===== src/rtl/inv_sub_bytes_serial.sv =====
// InvSubBytes stage: applies the AES inverse S-box to a 128-bit state, BYTES_PER_CYCLE
// bytes per clock through a bank of lookup lanes, with valid/ready on both sides.

module inv_sbox (
  input  logic [7:0] a,
  output logic [7:0] y
);
  always_comb begin
    y = 8'h00;
    case (a)
      8'h00: y = 8'h52; 8'h01: y = 8'h09; 8'h02: y = 8'h6a; 8'h03: y = 8'hd5; 8'h04: y = 8'h30; 8'h05: y = 8'h36; 8'h06: y = 8'ha5; 8'h07: y = 8'h38;
      8'h08: y = 8'hbf; 8'h09: y = 8'h40; 8'h0a: y = 8'ha3; 8'h0b: y = 8'h9e; 8'h0c: y = 8'h81; 8'h0d: y = 8'hf3; 8'h0e: y = 8'hd7; 8'h0f: y = 8'hfb;
      8'h10: y = 8'h7c; 8'h11: y = 8'he3; 8'h12: y = 8'h39; 8'h13: y = 8'h82; 8'h14: y = 8'h9b; 8'h15: y = 8'h2f; 8'h16: y = 8'hff; 8'h17: y = 8'h87;
      8'h18: y = 8'h34; 8'h19: y = 8'h8e; 8'h1a: y = 8'h43; 8'h1b: y = 8'h44; 8'h1c: y = 8'hc4; 8'h1d: y = 8'hde; 8'h1e: y = 8'he9; 8'h1f: y = 8'hcb;
      8'h20: y = 8'h54; 8'h21: y = 8'h7b; 8'h22: y = 8'h94; 8'h23: y = 8'h32; 8'h24: y = 8'ha6; 8'h25: y = 8'hc2; 8'h26: y = 8'h23; 8'h27: y = 8'h3d;
      8'h28: y = 8'hee; 8'h29: y = 8'h4c; 8'h2a: y = 8'h95; 8'h2b: y = 8'h0b; 8'h2c: y = 8'h42; 8'h2d: y = 8'hfa; 8'h2e: y = 8'hc3; 8'h2f: y = 8'h4e;
      8'h30: y = 8'h08; 8'h31: y = 8'h2e; 8'h32: y = 8'ha1; 8'h33: y = 8'h66; 8'h34: y = 8'h28; 8'h35: y = 8'hd9; 8'h36: y = 8'h24; 8'h37: y = 8'hb2;
      8'h38: y = 8'h76; 8'h39: y = 8'h5b; 8'h3a: y = 8'ha2; 8'h3b: y = 8'h49; 8'h3c: y = 8'h6d; 8'h3d: y = 8'h8b; 8'h3e: y = 8'hd1; 8'h3f: y = 8'h25;
      8'h40: y = 8'h72; 8'h41: y = 8'hf8; 8'h42: y = 8'hf6; 8'h43: y = 8'h64; 8'h44: y = 8'h86; 8'h45: y = 8'h68; 8'h46: y = 8'h98; 8'h47: y = 8'h16;
      8'h48: y = 8'hd4; 8'h49: y = 8'ha4; 8'h4a: y = 8'h5c; 8'h4b: y = 8'hcc; 8'h4c: y = 8'h5d; 8'h4d: y = 8'h65; 8'h4e: y = 8'hb6; 8'h4f: y = 8'h92;
      8'h50: y = 8'h6c; 8'h51: y = 8'h70; 8'h52: y = 8'h48; 8'h53: y = 8'h50; 8'h54: y = 8'hfd; 8'h55: y = 8'hed; 8'h56: y = 8'hb9; 8'h57: y = 8'hda;
      8'h58: y = 8'h5e; 8'h59: y = 8'h15; 8'h5a: y = 8'h46; 8'h5b: y = 8'h57; 8'h5c: y = 8'ha7; 8'h5d: y = 8'h8d; 8'h5e: y = 8'h9d; 8'h5f: y = 8'h84;
      8'h60: y = 8'h90; 8'h61: y = 8'hd8; 8'h62: y = 8'hab; 8'h63: y = 8'h00; 8'h64: y = 8'h8c; 8'h65: y = 8'hbc; 8'h66: y = 8'hd3; 8'h67: y = 8'h0a;
      8'h68: y = 8'hf7; 8'h69: y = 8'he4; 8'h6a: y = 8'h58; 8'h6b: y = 8'h05; 8'h6c: y = 8'hb8; 8'h6d: y = 8'hb3; 8'h6e: y = 8'h45; 8'h6f: y = 8'h06;
      8'h70: y = 8'hd0; 8'h71: y = 8'h2c; 8'h72: y = 8'h1e; 8'h73: y = 8'h8f; 8'h74: y = 8'hca; 8'h75: y = 8'h3f; 8'h76: y = 8'h0f; 8'h77: y = 8'h02;
      8'h78: y = 8'hc1; 8'h79: y = 8'haf; 8'h7a: y = 8'hbd; 8'h7b: y = 8'h03; 8'h7c: y = 8'h01; 8'h7d: y = 8'h13; 8'h7e: y = 8'h8a; 8'h7f: y = 8'h6b;
      8'h80: y = 8'h3a; 8'h81: y = 8'h91; 8'h82: y = 8'h11; 8'h83: y = 8'h41; 8'h84: y = 8'h4f; 8'h85: y = 8'h67; 8'h86: y = 8'hdc; 8'h87: y = 8'hea;
      8'h88: y = 8'h97; 8'h89: y = 8'hf2; 8'h8a: y = 8'hcf; 8'h8b: y = 8'hce; 8'h8c: y = 8'hf0; 8'h8d: y = 8'hb4; 8'h8e: y = 8'he6; 8'h8f: y = 8'h73;
      8'h90: y = 8'h96; 8'h91: y = 8'hac; 8'h92: y = 8'h74; 8'h93: y = 8'h22; 8'h94: y = 8'he7; 8'h95: y = 8'had; 8'h96: y = 8'h35; 8'h97: y = 8'h85;
      8'h98: y = 8'he2; 8'h99: y = 8'hf9; 8'h9a: y = 8'h37; 8'h9b: y = 8'he8; 8'h9c: y = 8'h1c; 8'h9d: y = 8'h75; 8'h9e: y = 8'hdf; 8'h9f: y = 8'h6e;
      8'ha0: y = 8'h47; 8'ha1: y = 8'hf1; 8'ha2: y = 8'h1a; 8'ha3: y = 8'h71; 8'ha4: y = 8'h1d; 8'ha5: y = 8'h29; 8'ha6: y = 8'hc5; 8'ha7: y = 8'h89;
      8'ha8: y = 8'h6f; 8'ha9: y = 8'hb7; 8'haa: y = 8'h62; 8'hab: y = 8'h0e; 8'hac: y = 8'haa; 8'had: y = 8'h18; 8'hae: y = 8'hbe; 8'haf: y = 8'h1b;
      8'hb0: y = 8'hfc; 8'hb1: y = 8'h56; 8'hb2: y = 8'h3e; 8'hb3: y = 8'h4b; 8'hb4: y = 8'hc6; 8'hb5: y = 8'hd2; 8'hb6: y = 8'h79; 8'hb7: y = 8'h20;
      8'hb8: y = 8'h9a; 8'hb9: y = 8'hdb; 8'hba: y = 8'hc0; 8'hbb: y = 8'hfe; 8'hbc: y = 8'h78; 8'hbd: y = 8'hcd; 8'hbe: y = 8'h5a; 8'hbf: y = 8'hf4;
      8'hc0: y = 8'h1f; 8'hc1: y = 8'hdd; 8'hc2: y = 8'ha8; 8'hc3: y = 8'h33; 8'hc4: y = 8'h88; 8'hc5: y = 8'h07; 8'hc6: y = 8'hc7; 8'hc7: y = 8'h31;
      8'hc8: y = 8'hb1; 8'hc9: y = 8'h12; 8'hca: y = 8'h10; 8'hcb: y = 8'h59; 8'hcc: y = 8'h27; 8'hcd: y = 8'h80; 8'hce: y = 8'hec; 8'hcf: y = 8'h5f;
      8'hd0: y = 8'h60; 8'hd1: y = 8'h51; 8'hd2: y = 8'h7f; 8'hd3: y = 8'ha9; 8'hd4: y = 8'h19; 8'hd5: y = 8'hb5; 8'hd6: y = 8'h4a; 8'hd7: y = 8'h0d;
      8'hd8: y = 8'h2d; 8'hd9: y = 8'he5; 8'hda: y = 8'h7a; 8'hdb: y = 8'h9f; 8'hdc: y = 8'h93; 8'hdd: y = 8'hc9; 8'hde: y = 8'h9c; 8'hdf: y = 8'hef;
      8'he0: y = 8'ha0; 8'he1: y = 8'he0; 8'he2: y = 8'h3b; 8'he3: y = 8'h4d; 8'he4: y = 8'hae; 8'he5: y = 8'h2a; 8'he6: y = 8'hf5; 8'he7: y = 8'hb0;
      8'he8: y = 8'hc8; 8'he9: y = 8'heb; 8'hea: y = 8'hbb; 8'heb: y = 8'h3c; 8'hec: y = 8'h83; 8'hed: y = 8'h53; 8'hee: y = 8'h99; 8'hef: y = 8'h61;
      8'hf0: y = 8'h17; 8'hf1: y = 8'h2b; 8'hf2: y = 8'h04; 8'hf3: y = 8'h7e; 8'hf4: y = 8'hba; 8'hf5: y = 8'h77; 8'hf6: y = 8'hd6; 8'hf7: y = 8'h26;
      8'hf8: y = 8'he1; 8'hf9: y = 8'h69; 8'hfa: y = 8'h14; 8'hfb: y = 8'h63; 8'hfc: y = 8'h55; 8'hfd: y = 8'h21; 8'hfe: y = 8'h0c; 8'hff: y = 8'h7d;
    endcase
  end
endmodule

module inv_sub_bytes_serial #(
  parameter int BYTES_PER_CYCLE = 1
) (
  input  logic         clk,
  input  logic         rst_n,
  input  logic         in_valid,
  output logic         in_ready,
  input  logic [0:127] in_state,
  output logic         out_valid,
  input  logic         out_ready,
  output logic [0:127] out_state,
  output logic         busy
);
  localparam int B       = BYTES_PER_CYCLE;
  localparam int NGROUPS = 16 / B;
  localparam int IW      = (NGROUPS > 1) ? $clog2(NGROUPS) : 1;
  localparam logic [IW-1:0] LAST = IW'(NGROUPS - 1);

  typedef enum logic [1:0] {IDLE = 2'd0, SUB = 2'd1, DONE = 2'd2} st_t;

  st_t                st, st_nxt;
  logic [0:15][7:0]   work;   // work[k] is state byte k (byte 0 = MSB)
  logic [IW-1:0]      idx;
  logic               live;   // holds in_ready low until the first edge after reset release
  logic [B-1:0][3:0]  lane_sel;
  logic [B-1:0][7:0]  lane_in, lane_out;

  for (genvar l = 0; l < B; l++) begin : g_lane
    assign lane_sel[l] = 4'(32'(idx) * B + l);
    assign lane_in[l]  = work[lane_sel[l]];
  end

  inv_sbox u_sbox [B-1:0] (.a(lane_in), .y(lane_out));

  assign in_ready = live && (st == IDLE);
  assign busy     = (st == SUB) || (st == DONE);

  always_comb begin
    st_nxt = st;
    case (st)
      IDLE:    if (in_valid && in_ready) st_nxt = SUB;
      SUB:     if (idx == LAST) st_nxt = DONE;
      DONE:    if (out_valid && out_ready) st_nxt = IDLE;
      default: st_nxt = IDLE;
    endcase
  end

  always_ff @(posedge clk or negedge rst_n) begin
    if (!rst_n) begin
      st        <= IDLE;
      work      <= '0;
      idx       <= '0;
      out_state <= '0;
      out_valid <= 1'b0;
      live      <= 1'b0;
    end else begin
      st   <= st_nxt;
      live <= 1'b1;
      case (st)
        IDLE: if (in_valid && in_ready) begin
          work <= in_state;
          idx  <= '0;
        end
        SUB: begin
          for (int l = 0; l < B; l++) work[lane_sel[l]] <= lane_out[l];
          if (idx != LAST) idx <= idx + IW'(1);
        end
        DONE: begin
          // First DONE cycle publishes the result; it then holds until the handshake.
          if (!out_valid) begin
            out_valid <= 1'b1;
            out_state <= work;
          end else if (out_ready) begin
            out_valid <= 1'b0;
          end
        end
        default: ;
      endcase
    end
  end
endmodule

===== config.mk =====
export PLATFORM = sky130hd
export DESIGN_NAME = inv_sub_bytes_serial
export DESIGN_NICKNAME = d
export VERILOG_FILES = /design/src/rtl/inv_sub_bytes_serial.sv
export SDC_FILE = /design/constraint.sdc
export NUM_CORES = 1
export LEC_CHECK = 0
export ABC_AREA = 1
export CORE_MARGIN = 5
export CORE_UTILIZATION = 40
export CTS_CLUSTER_SIZE = 10
export DETAILED_ROUTE_END_ITERATION = 8
export DONT_BUFFER_PORTS = 1
export MAX_ROUTING_LAYER = met4
export PLACE_DENSITY = 0.56
export SETUP_SLACK_MARGIN = 0.05
export SKIP_LAST_GASP = 1
export SLEW_MARGIN = 0
export SYNTH_ARGS = -nofsm -noshare
export SYNTH_HDL_FRONTEND = slang
export SYNTH_SLANG_ARGS = --single-unit

===== constraint.sdc =====
create_clock -name clk -period 3.98 [get_ports clk]
set_input_delay 0.995 -clock clk [delete_from_list [all_inputs] [get_ports clk]]
set_output_delay 0.995 -clock clk [all_outputs]
set_load 0.005 [all_outputs]

# Word-level counts from Yosys, hierarchy flattened
# Memory sizes are Yosys's and may differ from the RTL's.
# Cells that the tools add are included.
[op_classes]
n_addsub = 1
multipliers = 0
div = 0
n_lt_le_gt_ge = 2
eq_ne = 8
shifts = 0
muxes = 17
n_bitwise = 2
reduce_logical = 11
[op_table]
columns = ["operator", "count"]
rows = [
  ["case mux 128 bit (2 select lines)", 1],
  ["bitwise mux 128 bit", 1],
  ["two-way mux 128 bit", 1],
  ["binary-select mux 8 bit (select 4 bit)", 1],
  ["demux 8 bit (select 4 bit)", 1],
  ["two-way mux 8 bit", 3],
  ["two-way mux 4 bit", 2],
  ["!= test 2 x 1 -> 1 bit, second input constant", 4],
  ["case mux 4 bit (2 select lines)", 1],
  ["two-way mux 2 bit", 3],
  ["case mux 2 bit (3 select lines)", 1],
  ["AND reduction 3 bit", 2],
  ["greater-or-equal comparator 5 bit, second input constant", 1],
  ["less-than comparator 5 x 1 -> 1 bit, second input constant", 1],
  ["inverter 4 -> 5 bit", 1],
  ["adder 4 x 1 -> 4 bit, second input constant", 1],
  ["equality test 4 bit, second input constant", 1],
  ["logical AND 1 bit", 4],
  ["!= test 4 bit, second input constant", 1],
  ["AND reduction 2 bit", 2],
  ["equality test 2 x 1 -> 1 bit, second input constant", 1],
  ["equality test 2 bit, second input constant", 1],
  ["zero test 2 bit", 1],
  ["two-way mux 1 bit", 2],
  ["3 further kinds", 3],
]
[totals]
reg_bits = 264
latchBits = 0
ram_bits = 0
romBits = 2048
inputBits = 132
out_inout_bits = 131
wordCells = 63
memories = 1
[mem_list]
columns = ["name", "depth", "word_bits", "rd", "rd_ports_with_merged_regs", "write_ports", "line", "source"]
rows = [
  ["(no name shown)", 256, 8, 1, 0, 0, "10", "case (a)"],
]

# Longest topological paths before layout
[depth]
ltp_word = 7
depth_mapped = 25
ltp_nobuf = 21

# Modules after synthesis
# Synthesis repeated with hierarchy kept, for this count alone.
[hier_totals]
cells_unflattened = 2220
area_unflattened_um2 = 15827.7
[modules_own_cells]
columns = ["mod", "instances", "cells_per_inst", "area_each_um2", "seq_area_each_um2"]
rows = [
  ["inv_sub_bytes_serial", 1, 1610, 12796.0, 6606.3],
  ["inv_sbox", 1, 610, 3031.7, 0.0],
]

# Least setup slack after synthesis
# OpenSTA, ideal clock, no wires.
[synth_path]
path_type = "register to register"
from = "register idx[0]"
to = "register work[71] (netlist name)"
setup_time_ns = 0.073
arrival_ns = 2.820
required_time_ns = 3.907
path_slack_ns = 1.087
stages_incl_launch_ff = 25
path_buffers = 4
synth_period_minus_slack_ns = 2.893
path_cell_list = "dfrtp_1 > buf_6 > inv_6 > buf_6 > buf_6 > nand2_1 > nand3_1 > nand2_1 > nand2_1 > nand2_1 > nor2_4 > ha_1 > inv_1 > nand2_1 > nand3_1 > nand2_1 > nand2_1 > nand2_1 > nand2_1 > nand2_1 > nand3_1 > nand2_4 > buf_6 > nand2_1 > a21oi_2"
[synth_via]
elab_chain_cells = 7
elab_cells_between_ends = 12
classes_between = "order compare: 2; mux: 7; bitwise: 1; reduce/logical: 1; memory: 1"
[synth_rtl]
columns = ["element", "line", "source"]
rows = [
  ["start: declaration", "69", "logic [IW-1:0] idx;"],
  ["start signal: assignment", "112", "if (idx != LAST) idx <= idx + IW'(1);"],
  ["inverter 4 -> 5 bit (not written as such) *", "76, 111", ""],
  ["binary-select mux 8 bit (select 4 bit) (tied with other cells)", "76", "assign lane_in[l] = work[lane_sel[l]];"],
  ["two-way mux 8 bit (not written as such) or logical AND 1 bit (tied branches)", "76, 111", ""],
  ["two-way mux 8 bit (on tied branches)", "76, 111", ""],
  ["memory (256 x 8 bit) or demux 8 bit (select 4 bit) (tied branches)", "n/a", ""],
  ["bitwise mux 128 bit *", "111", "for (int l = 0; l < B; l++) work[lane_sel[l]] <= lane_out[l];"],
  ["case mux 128 bit (2 select lines) *", "105", "case (st)"],
  ["end signal: assignment", "107", "work <= in_state;"],
  ["end: declaration", "68", "logic [0:15][7:0] work;"],
]
# Every way passes the cells marked *; elsewhere a longest branch is shown, timed or not. The select of a mux whose other input is x is not followed.
# A chain may end at the register's enable or synchronous reset.

# Worst setup path in the final report
[layout_path]
from = "register idx[0]"
to = "register work[84] (netlist name)"
# The elaborated chain is that of the path after synthesis.

==> run metrics <==
worst slew pin tran 0.980 ns; Clock Skew 0.0261 ns; Worst setup EP type flop; CTS root buf clkbuf_16; # clock sinks 264; Mapped Area 0.0160 mm^2; synth top area cells dfrtp_1, nand2_1, nand3_1; final hold vios 0; vias in the first global route 15200; total negative slack 0 ns; Yosys top cell area share 41.4%; Final setup viols 0; synth unique cells 34; Slew Limit Fails 0; Yosys warning total 0; CTS clk-pin slew, worst paths 0.06 ns; die area 0.0440 mm^2; Reg area 0.00661 mm^2; dpl hpwl 50800 um; met1 global-route usage 44.4%; largest area contributor in the netlist dfrtp_1; Post-synth top flop dfrtp_1; final WL 70000 um; Worst R2R Path Depth 18; Hold Path Class primary input to asynchronous set/reset pin; Seq cells post-synth 264; Crit Path Max Fanout 57; combinational family with the most area after synthesis simple AND/OR/NAND/NOR gates; Final Non-Filler Cells 2689; RSZ-0062 raised after global routing false; Detailed Routing Iterations Pass 1 6; multiplexer area fraction after synthesis 2.26%; DRC viols 0; cell count after synthesis 2180; CTS H-Tree Depth 2; most used routing layer met2; Post-CTS Hold Buffers 0; Inst Count DP 2642; largest net degree at the start of global routing 265; Num CTS Buffers 34; ratio of cells with drive above 1 in the final layout 10.4%; DIE HEIGHT 210 um; first-pass GRT wire length 103000 um; antenna violations before repair 0; routed vias/inst 5.86; Worst setup SP type flop; critical path class flop to flop; EDFF count, synth 0; Synth Area in XOR/XNOR 0.0549%; syn avg cell area 7.32 um^2; Core ar. 0.0396 mm^2; CP arrival 4.22 ns; synthesized-area fraction occupied by and/or/nand/nor cells 30.1%; GRT Resource Usage Total 31.8%; post-synthesis compound-gate area fraction 15.1%; DIE WIDTH 210 um; ys async rst share 100%; FILL cells 4155; Synth Area in Adders 2.27%; fin crit share 95.0%; vias 15700; port bufs 0; Syn Nets 2341; FP Rows 73; Max-cap violations 0; Clock Latency Late Sink 0.55 ns; Antenna Nets Post-Route 0; Seq/Total Area, Yosys 41.4%; clock buffer depth 3; fmax 264 MHz; status finished clean; nets 2314; grt ovf 0; synth-to-layout area growth 9.70%; grt met2 use 46.5%; Slew headroom 34.7%; Starting Density 40.2%; min cycle time layout 3.78 ns; DR WL/cell 26.0 um; routability congestion estimate 1.02; Crit path required time 4.42 ns; I/O pins 263; 1st-iter DRT viols 1788; global-route met3 utilization 6.37%; CTS tree yes; multi-input logic area 0.00797 mm^2
## logic make-up after synthesis
kind of cell	after synthesis
buf+inv	286
other cells	1
compound gates	471
fa+ha+maj	29
mux	32
xor+xnor	1
simple gates	1096
flops	264
## final timing paths
check	from	to	slack [ns]
setup / recovery	idx[0]$_DFFE_PN0P_	work[84]$_DFFE_PN0P_	0.20
setup reg to reg	idx[0]$_DFFE_PN0P_	work[84]$_DFFE_PN0P_	0.20
hold / removal	rst_n	out_state[17]$_DFFE_PN0P_	0.16
hold reg to reg	out_state[14]$_DFFE_PN0P_	out_state[14]$_DFFE_PN0P_	0.51
max in group asynchronous	rst_n	out_state[43]$_DFFE_PN0P_	3.02
min in group clk	out_state[14]$_DFFE_PN0P_	out_state[14]$_DFFE_PN0P_	0.51
## state kept, by name, indices dropped and copies added (netlist names)
signal / flops
work: 128
idx: 4
out_state: 128
st: 2
out_valid: 1
live: 1
## synthesized netlist by cell type (7+ instances only)
cell type / instances
dfrtp_1: 264
inv_2: 10
nand3_2: 7
clkbuf_1: 42
ha_1: 29
inv_1: 148
buf_6: 29
o21ai_1: 24
o21ai_0: 121
nand2_1: 500
nor2_4: 7
a21oi_1: 310
a21oi_2: 12
mux2_2: 32
nand2_2: 39
buf_2: 34
nor2_1: 187
buf_4: 16
nand3_1: 342
## worst max-delay path: stages (launching register included)
cell and delay (ns):
dfrtp_4 0.58, buf_12 0.28, nand2_1 0.09, nand3_1 0.15
nand2_1 0.07, nand2_1 0.06, nand2_1 0.09, nor2_4 0.21
ha_1 0.35, nand2_1 0.50, nand3_1 0.13, nand3_1 0.11
nand3_1 0.07, nand3_1 0.07, nand3_1 0.21, nand2_2 0.21
buf_12 0.18, nand2_1 0.10, a21oi_1 0.19
## timing repair
item,CTS,global route
setup endpoints to repair,0,64
endpoints found under the hold margin,0,0
setup buffers,0,0
gates resized for setup,0,6
## layer usage
layer,vias up,wire (um)
li1,7161,-
met2,793,31100
met1,7669,30200
met4,0,2720
met3,124,5970
met5,-,0
## stage by stage
step           util [%]  instance area [um^2]  hold WS (ns)  worst slack (ns)
6_report           44.2                 17500         0.163             0.199
3_3_place_gp       41.6                 16500         0.498             0.137
2_1_floorplan         -                 16000         0.476              1.09
3_5_place_dp       41.6                 16500         0.504             0.150
4_1_cts            44.1                 17500         0.141             0.110
5_1_grt            44.1                 17500         0.135            0.0718
## cell type report
class | instances | share of cell area [%]
well taps | 525 | 3.75
diodes | 1 | 0.0143
multi-input cells | 1630 | 45.5
clock buffers | 40 | 5.23
repair buffers | 63 | 3.89
clock inverters | 6 | 0.322
inverters | 160 | 3.49
flip-flops and latches | 264 | 37.8
## cell usage in the layout, fill, tap and decap left out, types with 24 or more instances in the layout
cell type / instances
dfrtp_1: 263
nand2_2: 39
clkbuf_16: 35
inv_1: 147
nor2_1: 187
mux2_2: 32
o21ai_0: 121
a21oi_1: 309
nand2_1: 498
buf_4: 45
o21ai_1: 24
ha_1: 28
nand3_1: 342
Power is left out: the tool's default activity adds up to more than one toggle a clock period on the data nets, which glitch-free logic cannot reach.
